[src/rtl/seg_scan_ctrl_pkg.sv]
// Shared display definitions: blank constants, active-low glyph table,
// scan FSM states and a lowest-set-bit helper.
package seg_scan_ctrl_pkg;

  localparam logic [7:0] SEG_BLANK = 8'hFF;
  localparam logic [7:0] SCAN_OFF  = 8'hFF;

  // {g,f,e,d,c,b,a}, 0 = segment lit; 0-9 then A,b,C,d,E,F
  localparam logic [6:0] GLYPH [16] = '{
    7'h40, 7'h79, 7'h24, 7'h30, 7'h19, 7'h12, 7'h02, 7'h78,
    7'h00, 7'h10, 7'h08, 7'h03, 7'h46, 7'h21, 7'h06, 7'h0E
  };

  typedef enum logic [1:0] {
    ST_IDLE  = 2'd0,
    ST_ON    = 2'd1,
    ST_BLANK = 2'd2
  } scan_state_e;

  function automatic logic [2:0] lowest_set(input logic [7:0] m);
    lowest_set = 3'd0;
    for (int i = 7; i >= 0; i--) begin
      if (m[i]) lowest_set = 3'(i);
    end
  endfunction

endpackage

[src/rtl/seg_scan_ctrl_hex7seg.sv]
// Combinational hex-to-seven-segment decoder, active-low outputs.
module hex7seg
  import seg_scan_ctrl_pkg::*;
(
  input  logic [3:0] hex_i,
  output logic [6:0] seg_o
);

  assign seg_o = GLYPH[hex_i];

endmodule

[src/rtl/seg_scan_ctrl.sv]
// 8-digit multiplexed seven-segment scan controller with blanking gaps,
// digit masking and frame-synchronous display updates.
//
// state | meaning
// IDLE  | display dark, waiting for a tick with enable and a non-zero mask
// ON    | digit ptr lit for ON_TICKS ticks
// BLANK | all digits off for BLANK_TICKS ticks, then pick the next digit
module seg_scan_ctrl
  import seg_scan_ctrl_pkg::*;
#(
  parameter int unsigned DIV         = 50000,
  parameter int unsigned ON_TICKS    = 4,
  parameter int unsigned BLANK_TICKS = 1
) (
  input  logic        clk,
  input  logic        reset,
  input  logic        enable,
  input  logic [7:0]  digit_mask,
  input  logic        wr_valid,
  input  logic [31:0] wr_data,
  input  logic [7:0]  wr_dp,
  output logic        wr_ready,
  output logic [7:0]  scan_out,
  output logic [7:0]  seg_out,
  output logic        frame_done
);

  localparam int unsigned DIV_W  = $clog2(DIV);
  localparam int unsigned PH_MAX = (ON_TICKS > BLANK_TICKS) ? ON_TICKS : BLANK_TICKS;
  localparam int unsigned PH_W   = $clog2(PH_MAX) + 1;

  scan_state_e       state_q, state_d;
  logic [DIV_W-1:0]  div_q, div_d;
  logic [PH_W-1:0]   phase_q, phase_d;
  logic [2:0]        ptr_q, ptr_d;
  logic [31:0]       act_data_q, act_data_d, pend_data_q, pend_data_d;
  logic [7:0]        act_dp_q, act_dp_d, pend_dp_q, pend_dp_d;
  logic              pend_valid_q, pend_valid_d;
  logic [7:0]        scan_q, scan_d, seg_q, seg_d;
  logic              frame_q, frame_d;
  logic              tick, commit;
  logic [7:0]        above;
  logic [6:0]        glyph;

  always_comb begin
    state_d      = state_q;
    div_d        = div_q;
    phase_d      = phase_q;
    ptr_d        = ptr_q;
    act_data_d   = act_data_q;
    act_dp_d     = act_dp_q;
    pend_data_d  = pend_data_q;
    pend_dp_d    = pend_dp_q;
    pend_valid_d = pend_valid_q;
    frame_d      = 1'b0;
    commit       = 1'b0;
    above        = 8'h00;
    tick         = (div_q == DIV_W'(DIV - 1));

    if (!enable) begin
      state_d = ST_IDLE;
      div_d   = '0;
      phase_d = '0;
    end else begin
      div_d = tick ? '0 : div_q + DIV_W'(1);
      if (tick) begin
        case (state_q)
          ST_IDLE: begin
            if (|digit_mask) begin
              commit  = 1'b1;
              ptr_d   = lowest_set(digit_mask);
              phase_d = '0;
              state_d = ST_ON;
            end
          end
          ST_ON: begin
            if (phase_q == PH_W'(ON_TICKS - 1)) begin
              phase_d = '0;
              state_d = ST_BLANK;
            end else begin
              phase_d = phase_q + PH_W'(1);
            end
          end
          ST_BLANK: begin
            if (phase_q == PH_W'(BLANK_TICKS - 1)) begin
              phase_d = '0;
              // mask bits strictly above the digit just shown
              above   = digit_mask & ~((8'd2 << ptr_q) - 8'd1);
              if (|above) begin
                ptr_d   = lowest_set(above);
                state_d = ST_ON;
              end else begin
                frame_d = 1'b1;
                commit  = 1'b1;
                if (|digit_mask) begin
                  ptr_d   = lowest_set(digit_mask);
                  state_d = ST_ON;
                end else begin
                  state_d = ST_IDLE;
                end
              end
            end else begin
              phase_d = phase_q + PH_W'(1);
            end
          end
          default: state_d = ST_IDLE;
        endcase
      end
    end

    if (commit && pend_valid_q) begin
      act_data_d   = pend_data_q;
      act_dp_d     = pend_dp_q;
      pend_valid_d = 1'b0;
    end
    if (wr_valid && !pend_valid_q) begin
      pend_data_d  = wr_data;
      pend_dp_d    = wr_dp;
      pend_valid_d = 1'b1;
    end
  end

  // Decode from next-state values so outputs move on the transition edge.
  hex7seg u_hex7seg (
    .hex_i (act_data_d[{ptr_d, 2'b00} +: 4]),
    .seg_o (glyph)
  );

  always_comb begin
    scan_d = SCAN_OFF;
    seg_d  = SEG_BLANK;
    if (state_d == ST_ON) begin
      scan_d = ~(8'd1 << ptr_d);
      seg_d  = {~act_dp_d[ptr_d], glyph};
    end
  end

  always_ff @(posedge clk) begin
    if (reset) begin
      state_q      <= ST_IDLE;
      div_q        <= '0;
      phase_q      <= '0;
      ptr_q        <= 3'd0;
      act_data_q   <= 32'h0;
      act_dp_q     <= 8'h00;
      pend_data_q  <= 32'h0;
      pend_dp_q    <= 8'h00;
      pend_valid_q <= 1'b0;
      scan_q       <= SCAN_OFF;
      seg_q        <= SEG_BLANK;
      frame_q      <= 1'b0;
    end else begin
      state_q      <= state_d;
      div_q        <= div_d;
      phase_q      <= phase_d;
      ptr_q        <= ptr_d;
      act_data_q   <= act_data_d;
      act_dp_q     <= act_dp_d;
      pend_data_q  <= pend_data_d;
      pend_dp_q    <= pend_dp_d;
      pend_valid_q <= pend_valid_d;
      scan_q       <= scan_d;
      seg_q        <= seg_d;
      frame_q      <= frame_d;
    end
  end

  assign wr_ready   = ~pend_valid_q;
  assign scan_out   = scan_q;
  assign seg_out    = seg_q;
  assign frame_done = frame_q;

endmodule

[config.mk]
export PLATFORM = sky130hd
export DESIGN_NAME = seg_scan_ctrl
export DESIGN_NICKNAME = d
export VERILOG_FILES = /design/src/rtl/seg_scan_ctrl_pkg.sv /design/src/rtl/seg_scan_ctrl_hex7seg.sv /design/src/rtl/seg_scan_ctrl.sv
export SDC_FILE = /design/constraint.sdc
export NUM_CORES = 1
export LEC_CHECK = 0
export CORE_MARGIN = 2
export CORE_UTILIZATION = 30
export DETAILED_ROUTE_END_ITERATION = 12
export RECOVER_POWER = 50
export SLEW_MARGIN = 20
export SYNTH_ARGS = -nofsm -noshare
export SYNTH_HDL_FRONTEND = slang
export SYNTH_SLANG_ARGS = --single-unit
[constraint.sdc]
create_clock -name clk -period 10.4 [get_ports clk]
set_clock_uncertainty 0.15 [all_clocks]
set_input_delay 1.56 -clock clk [delete_from_list [all_inputs] [get_ports clk]]
set_output_delay 1.56 -clock clk [all_outputs]
set_load 0.005 [all_outputs]
[Word level (Yosys, flattened, before mapping)]
Memory sizes are Yosys's and may differ from the RTL's. A register that Yosys moved wholly into a read port is not among the register bits.
Cells that the tools add are included.
Word-level totals
  register bits after elaboration: 122
  bits in read-only memories: 112
  input port bits: 52
  output and inout port bits: 18
  memories: 1
Operators by class
  add/sub/neg operators: 3
  magnitude comparators: 2
  eq/ne operators: 6
  shift operators: 3
  muxes and demuxes: 48
  bitwise gates (word level): 10
  reductions and logical operators: 14
Memories
  (name not given): depth 16, bits a word 7, read ports 1, clocked after Yosys merged registers in 1, write ports 0, RTL line seg_scan_ctrl_hex7seg.sv:9  | assign seg_o = GLYPH[hex_i];
Operators with widths (number)
  two-way mux 3 bit: 24
  two-way mux 32 bit: 1
  variable part select 32 x 6 -> 4 bit: 1
  adder 16 x 1 -> 16 bit (second input constant): 1
  equality test 16 bit (second input constant): 1
  inverter 8 bit: 2
  OR reduction 8 bit: 2
  two-way mux 7 bit: 2
  two-way mux 1 bit: 10
  two-way mux 2 bit: 5
  one-hot mux 3 bit (3 select lines): 1
  AND 8 bit: 1
  two-way mux 8 bit: 1
  left shift 1 x 3 -> 8 bit (first input constant): 1
  left shift 2 x 3 -> 8 bit (first input constant): 1
  subtractor 8 x 1 -> 8 bit (second input constant): 1
  inverter 1 bit: 6
  one-hot mux 2 bit (3 select lines): 1
  one-hot mux 3 bit (2 select lines): 1
  >= comparator 5 bit (second input constant): 1
  inverter 4 -> 5 bit: 1
  equality test 2 x 1 -> 1 bit (second input constant): 2
  < comparator 3 x 4 -> 1 bit (second input constant): 1
  OR reduction 2 bit: 2
  other kinds (15): 16

[Longest topological paths before layout]
Gate-level depths: netlist of run 1.
  depth in word-level cells: 22
  depth in mapped cells: 22
  gate-level depth less buffers: 17

[Hierarchy]
Synthesis of run 1 repeated with hierarchy kept, for this count alone.
Unflattened totals
  cell total of the unflattened synthesis: 750
  area total of the unflattened synthesis: 5911.9 um^2
Modules (own cells, without submodules)
  seg_scan_ctrl: instances 1, cells an instance 718, area each 5636.7 um^2, seq. area each 2442.3 um^2
  hex7seg: instances 1, cells an instance 32, area each 275.3 um^2, seq. area each 0.0 um^2

[Worst setup path before layout of run 1]
OpenSTA, ideal clock, no wires.
  path type: input -> register
  start point: input digit_mask[5]
  end point: register seg_q[1], in the netlist seg_out[1]
  library setup time: 0.079 ns
  data arrival time: 4.882 ns
  setup slack: 5.289 ns
  stages on the path: 16
  cells stage by stage: clkbuf_1 o21ba_2 a21oi_1 o211ai_4 or4_4 o211ai_2 a21bo_4 buf_6 o22ai_1 o22ai_1 a221oi_2 inv_1 ha_1 inv_1 or3_1 o211ai_1
Between the ends
  cells in the longest elaborated chain, start to end: 14
  elaborated cells on any way between the ends: 41
  classes of those cells: eq/ne: 1; shift: 1; mux: 32; bitwise: 3; reduce/logical: 4
Ends and longest elaborated chain
  start: declaration: RTL line seg_scan_ctrl.sv:18  | input logic [7:0] digit_mask,
  two-way mux 3 bit or AND 8 bit (tied branches): RTL line seg_scan_ctrl_pkg.sv:23, seg_scan_ctrl.sv:88
  two-way mux 3 bit (5 in series): RTL line seg_scan_ctrl_pkg.sv:23  | if (m[i]) lowest_set = 3'(i);
  two-way mux 3 bit, on equally long branches: RTL line seg_scan_ctrl.sv:69, seg_scan_ctrl_pkg.sv:23
  two-way mux 3 bit: RTL line seg_scan_ctrl.sv:89  | if (|above) begin
  two-way mux 3 bit: RTL line seg_scan_ctrl.sv:85  | if (phase_q == PH_W'(BLANK_TICKS - 1)) begin
  one-hot mux 3 bit (2 select lines): RTL line seg_scan_ctrl.sv:67  | case (state_q)
  two-way mux 3 bit: RTL line seg_scan_ctrl.sv:66  | if (tick) begin
  two-way mux 3 bit: RTL line seg_scan_ctrl.sv:60  | if (!enable) begin
  variable part select 32 x 6 -> 4 bit: RTL line seg_scan_ctrl.sv:125  | .hex_i (act_data_d[{ptr_d, 2'b00} +: 4]),
  inverter 4 -> 5 bit (implied by the code): RTL line seg_scan_ctrl_hex7seg.sv:9
  end: declaration: RTL line seg_scan_ctrl.sv:39  | logic [7:0] scan_q, scan_d, seg_q, seg_d;
Several ways; a longest one is shown, not always the timed one.
A chain may end at the register's enable or synchronous reset.

[Worst setup path in the final report of run 1]
Ends and elaborated chain as after synthesis.

==> metrics.yaml, run 1 <==
outcome:
  status: "finished, violations left"
  violations: "capacitance limit, slew limit"
grt:
  overflow: 0
  grt_max_degree: 87
  grt_pass1_wl_mm: 21.9
  grt_pass1_vias: 4439
  grt_usage_pct: 13.8
  antenna_found_initial: 0
detailed_routing:
  wl_mm: 13.3
  remaining_drc_errors: 0
  vias: 4659
  routed_via_density: 4.87
  ant_nets: 0
  wl_per_cell_um: 13.9
  drtIter0Drc: 322
  dr.pass1.iters: 4
floorplanning:
  rows: 50
  die-area_mm2: 0.0198
  die_x_um: 141
  num_io_pins: 70
  core_area_mm2: 0.0185
  start_util_pct: 30.3
  die_h_um: 141
logic_synthesis:
  synth_top_area_cell: "dfxtp_1"
  synth_seq_area_share_pct: 43.5
  synth_cells: 653
  ys_ff_latch: 122
  synth_area_leaders: "dfxtp_1 (44%), mux2i_1 (7.5%), nand2_1 (7.2%)"
  yosys_warnings: 0
  syn_area_mm2: 0.00561
  synth.distinct_cells: 70
  yosysTopAreaCellShare_pct: 43.5
  synth_edf_count: 0
  async_flop_share_pct: 0
  postSynthAreaPerCell_um2: 8.60
  synth_flop_cell: "dfxtp_1"
  synth_fp_nets: 721
finish:
  layout_common_cells: "dfxtp_1 (122), nand2_1 (106), nor2_1 (81), a21oi_1 (52), clkdlybuf4s50_1 (48)"
  mostFrequentLayoutCell: "dfxtp_1"
  fillers: 1926
  drive_gt1_share_pct: 8.16
  n_antenna_cell: 0
  areaGrowthSynthToFinish_pct: 24.7
  final_nets: 779
  instances_no_fill: 957
setup_path:
  cpMaxStageDelayCell: "dlygate4sd3_1"
  crit_family: "buffers and inverters"
  worstPathRequired_ns: 10.59
  cp_cell_sequence: "dlygate4sd3_1 -> or4_1 -> o21ai_0 -> o21ai_0 -> nand2_2 -> buf_4 -> mux2i_1 -> o22ai_1 -> o22ai_1 -> a221oi_2 -> inv_1 -> ha_1 -> inv_1 -> or3_1 -> o211ai_1"
  ff2ff_setup_slack_ns: 5.17
  cp-start-kind: "primary input"
  critPathMaxFanout: 40
  worstPathArrival_ns: 5.89
  critPathKind: "in -> reg"
  cp.depth: 15
  slowest_delay_ns: 0.65
  ff2ff_path_depth: 17
  cp-end-kind: "flop"
  timing.critical_path.buf_inv: 4
flow_run:
  drv_cap: 2
sta:
  tightestPinTransition_ns: 3.74
  fmaxAchievable_mhz: 175
  fin_crit_sh_pct: 54.8
  hold_viol: 0
  fin_tns_setup_ns: 0
  finalSetupViolations: 0
  rsz0062_at_grt: "no"
  slew_headroom_pct: -150
  period_minus_slack_ns: 5.70
  report.final.slew_viol_count: 128
  setup_slack_ns: 4.70
placement:
  hpwl_mm: 9.22
  post-place-ws_ns: 4.41
  port_buffers: 69
  gp_congestion: 0.845
  dp_cells: 926
hold_path:
  hold_class: "reg -> reg"
  holdPathStages: 1
clocking:
  cts_tree: "done"
  cts-root-buf: "clkbuf_16"
  htree_levels: 4
  clockBufferDepth: 2
  clk_latency_ns: 0.42
  clk_pin_slew_ns: 0.06
  cts_resized: 0
  holdBufCountCts: 0
  cts_setup_buffers: 0
  cts.sinks: 122
  cts_made_buffers: 17
power:
  powerDensity_mw_per_mm2: 152
  ir_worst_vdd_mv: 0.109
  p_leak_nw: 2.71
-- logic make-up after synthesis --
family	after synthesis	share of synthesized area [%]
AO/OA/AOI/OAI	121	15.0
XOR/XNOR	15	2.34
adder cells (fa/ha/maj)	16	3.57
buffers and inverters	55	4.28
flip-flops	122	43.5
multiplexers	45	8.09
AND/OR/NAND/NOR	279	23.2
-- power breakdown --
part           total [mW]  internal [mW]  switching [mW]
logic              0.0549         0.0272          0.0277
registers           0.484          0.477         0.00637
clock network       0.525          0.310           0.215
total                1.06          0.815           0.249
-- final timing paths --
check                                   start         end
worst max-delay path            digit_mask[5]  seg_out[1]
worst min-delay path                 div_q[0]    div_q[0]
worst max register to register       ptr_q[1]  seg_out[1]
worst min register to register       div_q[0]    div_q[0]
-- registers in the layout, summed over array words and instances (netlist names) --
name / flops
act_data_q: 32
state_q: 2
phase_q: 3
pend_data_q: 32
pend_valid_q: 1
ptr_q: 3
frame_done: 1
scan_out: 8
pend_dp_q: 8
act_dp_q: 8
div_q: 16
seg_out: 8
-- stage by stage --
stage	power, mW	util (%)	area, um^2	hold WS [ns]
6_report	1.06	37.8	7000	0.300
2_1_floorplan	0.518	-	5610	0.268
3_3_place_gp	0.549	35.0	6470	0.283
5_1_grt	1.10	37.8	7000	0.333
3_5_place_dp	0.549	35.0	6470	0.294
4_1_cts	1.08	37.9	7010	0.304
-- area by class of cell --
| type | count | area, um^2 | area share [%] |
|---|---|---|---|
| flip-flops and latches | 122 | 2440 | 34.9 |
| clock inverters | 13 | 96.3 | 1.38 |
| clock buffers | 18 | 439 | 6.27 |
| multi-input cells | 476 | 2940 | 41.9 |
| repair buffers | 75 | 723 | 10.3 |
| well taps | 234 | 293 | 4.18 |
| inverters | 19 | 71.3 | 1.02 |
-- cell usage after synthesis (all sizes together), types with 3 or more instances --
cell type    n
dfxtp      122
nand2      107
nor2        81
a21oi       52
mux2i       42
clkbuf      25
inv         19
ha          16
o21ai       14
nand3       13
buf         11
nor2b       10
nor3        10
or3         10
xor2        10
o22ai        9
and2         8
nand2b       6
nand4        6
o211ai       5
xnor2        5
a211oi       4
and3         4
o221ai       4
a21o         3
a221o        3
a31oi        3
mux2         3
nor4         3
o2111ai      3
o21a         3
or3b         3
or4          3
or4b         3
-- routing by layer --
metal / share of wire [%] / routed length (um) / vias up / GRT usage [%]
met4: 1.1 / 142 / 0 / 4.74
met1: 49 / 6510 / 2189 / 18.5
met5: 0 / 0 / - / 0
met3: 3.6 / 485 / 11 / 3.53
li1: - / - / 2375 / -
met2: 46 / 6200 / 84 / 21.5
Power figures use the tool's default switching activity.
==> run 2: changes to the inputs <==
==> constraint.sdc (replaced) <==
create_clock -name clk -period 5 [get_ports clk]
set_clock_uncertainty 0.15 [all_clocks]
set_input_delay 0.75 -clock clk [delete_from_list [all_inputs] [get_ports clk]]
set_output_delay 0.75 -clock clk [all_outputs]
set_load 0.005 [all_outputs]
==> metrics.yaml, run 2 (same netlist as run 1, synthesis figures left out) <==
outcome:
  status: "finished, violations left"  # unchanged
  violations: "capacitance limit, slew limit"  # unchanged
setup_path:
  critPathMaxFanout: 12  # was 40
  cp-end-kind: "flop"  # unchanged
  cp-start-kind: "flop"  # was primary input
  worstPathArrival_ns: 4.73  # was 5.89 ns
  critPathKind: "reg -> reg"  # was in -> reg
  worstPathRequired_ns: 5.18  # was 10.59 ns
detailed_routing:
  routed_via_density: 4.85  # was 4.87
  ant_nets: 0  # unchanged
  vias: 4717  # was 4,659
  wl_mm: 13.4  # was 13.3 mm
  dr.pass1.iters: 7  # was 4
  drtIter0Drc: 413  # was 322
  remaining_drc_errors: 0  # unchanged
  wl_per_cell_um: 13.8  # was 13.9 um
sta:
  fin_tns_setup_ns: 0  # unchanged
  hold_viol: 0  # unchanged
  report.final.slew_viol_count: 41  # was 128
  fin_crit_sh_pct: 91.0
  rsz0062_at_grt: "no"  # unchanged
  tightestPinTransition_ns: 1.57  # was 3.74 ns
  finalSetupViolations: 0  # unchanged
  period_minus_slack_ns: 4.55
  slew_headroom_pct: -4.45  # was -150%
  fmaxAchievable_mhz: 220
finish:
  final_core_util_pct: 38.7  # was 37.8%
  areaGrowthSynthToFinish_pct: 27.5  # was 24.7%
  fillers: 1899  # was 1,926
  layout_common_cells: "dfxtp_1 (122), nand2_1 (106), nor2_1 (81), a21oi_1 (52), clkdlybuf4s50_1 (49)"  # was dfxtp_1 (122), nand2_1 (106), nor2_1 (81), a21oi_1 (52), clkdlybuf4s50_1 (48)
  drive_gt1_share_pct: 10.0  # was 8.16%
  register_area_mm2: 0.00244  # unchanged
  reg.largest.list: "act_data_q x32, pend_data_q x32, div_q x16"  # unchanged
  multi_input_area_mm2: 0.00294  # unchanged
  final_nets: 794  # was 779
  post-route-cell-area_mm2: 0.00716  # was 0.00700 mm^2
  n_antenna_cell: 0  # unchanged
  mostFrequentLayoutCell: "dfxtp_1"  # unchanged
floorplanning:
  num_io_pins: 70  # unchanged
  core_area_mm2: 0.0185  # unchanged
  die_x_um: 141  # unchanged
  die-area_mm2: 0.0198  # unchanged
  start_util_pct: 30.3  # unchanged
  rows: 50  # unchanged
  die_h_um: 141  # unchanged
power:
  ir_worst_vdd_mv: 0.248  # was 0.109 mV
  powerDensity_mw_per_mm2: 317  # was 152 mW/mm^2
  p_leak_nw: 2.81  # was 2.71 nW
clocking:
  clk_pin_slew_ns: 0.05  # was 0.06 ns
  clockBufferDepth: 2  # unchanged
  cts_setup_buffers: 0  # unchanged
  cts-root-buf: "clkbuf_16"  # unchanged
  clk_latency_ns: 0.41  # was 0.42 ns
  htree_levels: 4  # unchanged
  cts_resized: 0  # unchanged
  cts_tree: "done"  # unchanged
  cts.sinks: 122  # unchanged
  holdBufCountCts: 0  # unchanged
  cts_made_buffers: 17  # unchanged
grt:
  grt_pass1_vias: 4320  # was 4,439
  overflow: 0  # unchanged
  grt_max_degree: 86  # was 87
  antenna_found_initial: 0  # unchanged
  grt_usage_pct: 13.8  # about the same
  grt_pass1_wl_mm: 22.0  # was 21.9 mm
hold_path:
  hold_class: "reg -> reg"  # unchanged
placement:
  gp_congestion: 0.858  # was 0.845
  port_buffers: 69  # unchanged
  hpwl_mm: 9.64  # was 9.22 mm
  post_dp_cell_area_mm2: 0.00660  # was 0.00647 mm^2
flow_run:
  drv_cap: 1  # was 2
## run 2: cell types whose count changed in the layout (fill, tap and decap cells not counted)
| cell | before | now |
|---|---|---|
| buf_12 | 0 | 1 |
| buf_4 | 4 | 19 |
| bufinv_16 | 0 | 1 |
| clkbuf_8 | 1 | 3 |
| clkdlybuf4s50_1 | 48 | 49 |
| clkinv_2 | 4 | 3 |
| dlygate4sd3_1 | 20 | 19 |
| inv_6 | 3 | 0 |
## run 2: path summary, 6_finish.rpt
path / slack, ns / depth (start not counted) / endpoint / startpoint
worst max-delay path: 0.45 / 15 / seg_out[1] / ptr_q[1]
worst min-delay path: 0.30 / 1 / div_q[0] / div_q[0]
worst max register to register: 0.45 / 15 / seg_out[1] / ptr_q[1]
worst min register to register: 0.30 / 1 / div_q[0] / div_q[0]
## run 2: layout make-up
| cell class | count | area share (%) |
|---|---|---|
| clock buffer | 21 | 6.57 |
| clock inverter | 10 | 1.33 |
| inverter | 19 | 0.996 |
| multi-input combinational | 476 | 41.0 |
| sequential | 122 | 34.1 |
| tap | 234 | 4.09 |
| timing repair buffer | 90 | 11.9 |
## run 2: per-stage QoR
step	hold WS (ns)	std cells	total power, mW	setup WS (ns)
after floorplan	0.268	653	1.08	0.284
after global placement	0.285	941	1.14	0.282
after detailed placement	0.293	941	1.14	0.196
after CTS	0.301	972	2.29	0.450
after global routing	0.322	972	2.35	0.149
final	0.302	972	2.27	0.448
## run 2: critical path, stage by stage (launching register included)
cell	delay (ns)
dfxtp_1	0.37
or3_1	0.39
ha_1	0.33
o41ai_2	0.52
o211ai_4	0.15
or4_4	0.57
o211ai_2	0.12
a21bo_4	0.32
o22ai_1	0.26
o22ai_1	0.14
a221oi_2	0.29
inv_1	0.09
ha_1	0.28
inv_1	0.05
or3_1	0.36
o211ai_1	0.09
## run 2: power breakdown
| part | total, mW | internal (mW) | switching (mW) |
|---|---|---|---|
| combinational | 0.114 | 0.0568 | 0.0574 |
| clock | 1.15 | 0.719 | 0.429 |
| sequential | 1.01 | 0.993 | 0.0125 |
| total | 2.27 | 1.77 | 0.499 |
## run 2: routing by layer
layer,vias up,routed length (um),GRT usage [%]
li1,2414,-,-
met2,99,5900,20.3
met4,0,214,4.79
met3,13,587,3.91
met1,2191,6700,19.4
met5,-,0,0
==> run 3: changes to the inputs <==
--- a/config.mk
+++ b/config.mk
@@ -7,9 +7,11 @@
 export LEC_CHECK = 0
 export CORE_MARGIN = 2
 export CORE_UTILIZATION = 30
+export CTS_BUF_LIST = sky130_fd_sc_hd__clkbuf_4 sky130_fd_sc_hd__clkbuf_8
 export DETAILED_ROUTE_END_ITERATION = 12
 export RECOVER_POWER = 50
 export SLEW_MARGIN = 20
 export SYNTH_ARGS = -nofsm -noshare
 export SYNTH_HDL_FRONTEND = slang
 export SYNTH_SLANG_ARGS = --single-unit
+export TNS_END_PERCENT = 30
==> metrics.yaml, run 3 (same netlist as run 1, synthesis figures left out) <==
hold_path:
  hold_class: "reg -> reg"  # unchanged
  hold_start: "div_q[0]"  # unchanged
detailed_routing:
  dr.pass1.iters: 4  # was 7
  vias: 4644  # was 4,717
  remaining_drc_errors: 0  # unchanged
  wl_per_cell_um: 13.8  # about the same
  ant_nets: 0  # unchanged
  wl_mm: 13.4  # about the same
  routed_via_density: 4.78  # was 4.85
  drtIter0Drc: 313  # was 413
finish:
  reg.largest.list: "act_data_q x32, pend_data_q x32, div_q x16"  # unchanged
  layout_common_cells: "dfxtp_1 (122), nand2_1 (106), nor2_1 (81), a21oi_1 (52), clkdlybuf4s50_1 (52)"  # was dfxtp_1 (122), nand2_1 (106), nor2_1 (81), a21oi_1 (52), clkdlybuf4s50_1 (49)
  areaGrowthSynthToFinish_pct: 24.2  # was 27.5%
  drive_gt1_share_pct: 10.2  # was 10.0%
  mostFrequentLayoutCell: "dfxtp_1"  # unchanged
  final_nets: 794  # unchanged
  n_antenna_cell: 0  # unchanged
setup_path:
  cp-end-kind: "flop"  # unchanged
  worstPathRequired_ns: 5.20  # was 5.18 ns
  critPathMaxFanout: 12  # unchanged
  r2r_start: "ptr_q[1]"  # unchanged
  critPathKind: "reg -> reg"  # unchanged
  crit_path_start: "ptr_q[1]"  # unchanged
  cp-start-kind: "flop"  # unchanged
  worstPathArrival_ns: 4.76  # was 4.73 ns
sta:
  hold_viol: 0  # unchanged
  period_minus_slack_ns: 4.55  # about the same
  fmaxAchievable_mhz: 220  # about the same
  slew_headroom_pct: -3.31  # was -4.45%
  report.final.slew_viol_count: 41  # unchanged
  rsz0062_at_grt: "no"  # unchanged
  finalSetupViolations: 0  # unchanged
  fin_tns_setup_ns: 0  # unchanged
  hold_slack_ns: 0.302  # about the same
  tightestPinTransition_ns: 1.55  # was 1.57 ns
  fin_crit_sh_pct: 91.1  # was 91.0%
grt:
  met3_usage_pct: 3.80  # was 3.91%
  top_usage_layer: "met2"  # unchanged
  grt_pass1_wl_mm: 22.0  # about the same
  grt_pass1_vias: 4334  # was 4,320
  met2_usage_pct: 20.7  # was 20.3%
  antenna_found_initial: 0  # unchanged
  use_met1_pct: 19.1  # was 19.4%
  grt_usage_pct: 13.9  # was 13.8%
  overflow: 0  # unchanged
  grt_max_degree: 86  # unchanged
clocking:
  holdBufCountCts: 0  # unchanged
  cts.sinks: 122  # unchanged
  cts_tree: "done"  # unchanged
  clk_latency_ns: 0.43  # was 0.41 ns
  cts_setup_buffers: 0  # unchanged
  clk_pin_slew_ns: 0.07  # was 0.05 ns
  cts_resized: 0  # unchanged
  cts_made_buffers: 17  # unchanged
  cts-root-buf: "clkbuf_8"  # was clkbuf_16
  clockBufferDepth: 2  # unchanged
  htree_levels: 4  # unchanged
floorplanning:
  rows: 50  # unchanged
  start_util_pct: 30.3  # unchanged
  die_h_um: 141  # unchanged
  core_area_mm2: 0.0185  # unchanged
  die_x_um: 141  # unchanged
  num_io_pins: 70  # unchanged
  die-area_mm2: 0.0198  # unchanged
outcome:
  status: "finished, violations left"  # unchanged
  violations: "capacitance limit, slew limit"  # unchanged
power:
  p_leak_nw: 2.74  # was 2.81 nW
  ir_worst_vdd_mv: 0.146  # was 0.248 mV
  powerDensity_mw_per_mm2: 278  # was 317 mW/mm^2
placement:
  port_buffers: 69  # unchanged
  gp_congestion: 0.858  # unchanged
  hpwl_mm: 9.64  # unchanged
flow_run:
  drv_cap: 1  # unchanged
[run 3: worst max-delay path, cell delays in order (launching register included)]
cell	delay (ns)
dfxtp_1	0.38
or3_1	0.39
ha_1	0.33
o41ai_2	0.52
o211ai_4	0.15
or4_4	0.57
o211ai_2	0.12
a21bo_4	0.32
o22ai_1	0.26
o22ai_1	0.14
a221oi_2	0.29
inv_1	0.09
ha_1	0.28
inv_1	0.05
or3_1	0.36
o211ai_1	0.10
[run 3: final cells by class]
cell class	instances	area, um^2
clock buffer	21	283
inverter	19	71.3
fill	1915	11500
sequential	122	2440
timing repair buffer	90	852
multi-input combinational	476	2940
tap	234	293
clock inverter	10	95.1
[run 3: through the flow]
step	util [%]	area (um^2)	setup WS, ns	cells	power, mW
global placement	35.6	6600	0.282	941	1.14
finish	37.7	6970	0.447	972	1.94
floorplan	-	5610	0.284	653	1.08
CTS	37.7	6980	0.448	972	1.97
detailed placement	35.6	6600	0.196	941	1.14
global route	37.7	6970	0.148	972	2.02
[run 3: path summary, 6_finish.rpt]
| kind | to | slack [ns] | depth (start not counted) |
|---|---|---|---|
| min reg2reg | div_q[0] | 0.30 | 1 |
| max reg2reg | seg_out[1] | 0.45 | 15 |
| max | seg_out[1] | 0.45 | 15 |
| min | div_q[0] | 0.30 | 1 |
[run 3: report_power, final]
group          leakage [nW]  switching (mW)  internal (mW)  total (mW)
logic                  1.56          0.0576         0.0567       0.114
clock network         0.191           0.386          0.435       0.821
registers             0.990          0.0124          0.991        1.00
total                  2.74           0.456           1.48        1.94
[run 3: routing by layer]
metal	part of all wire, %	wire length, um
met5	0	0
met4	1.4	186
met2	44	5940
met3	3.7	488
met1	50	6750
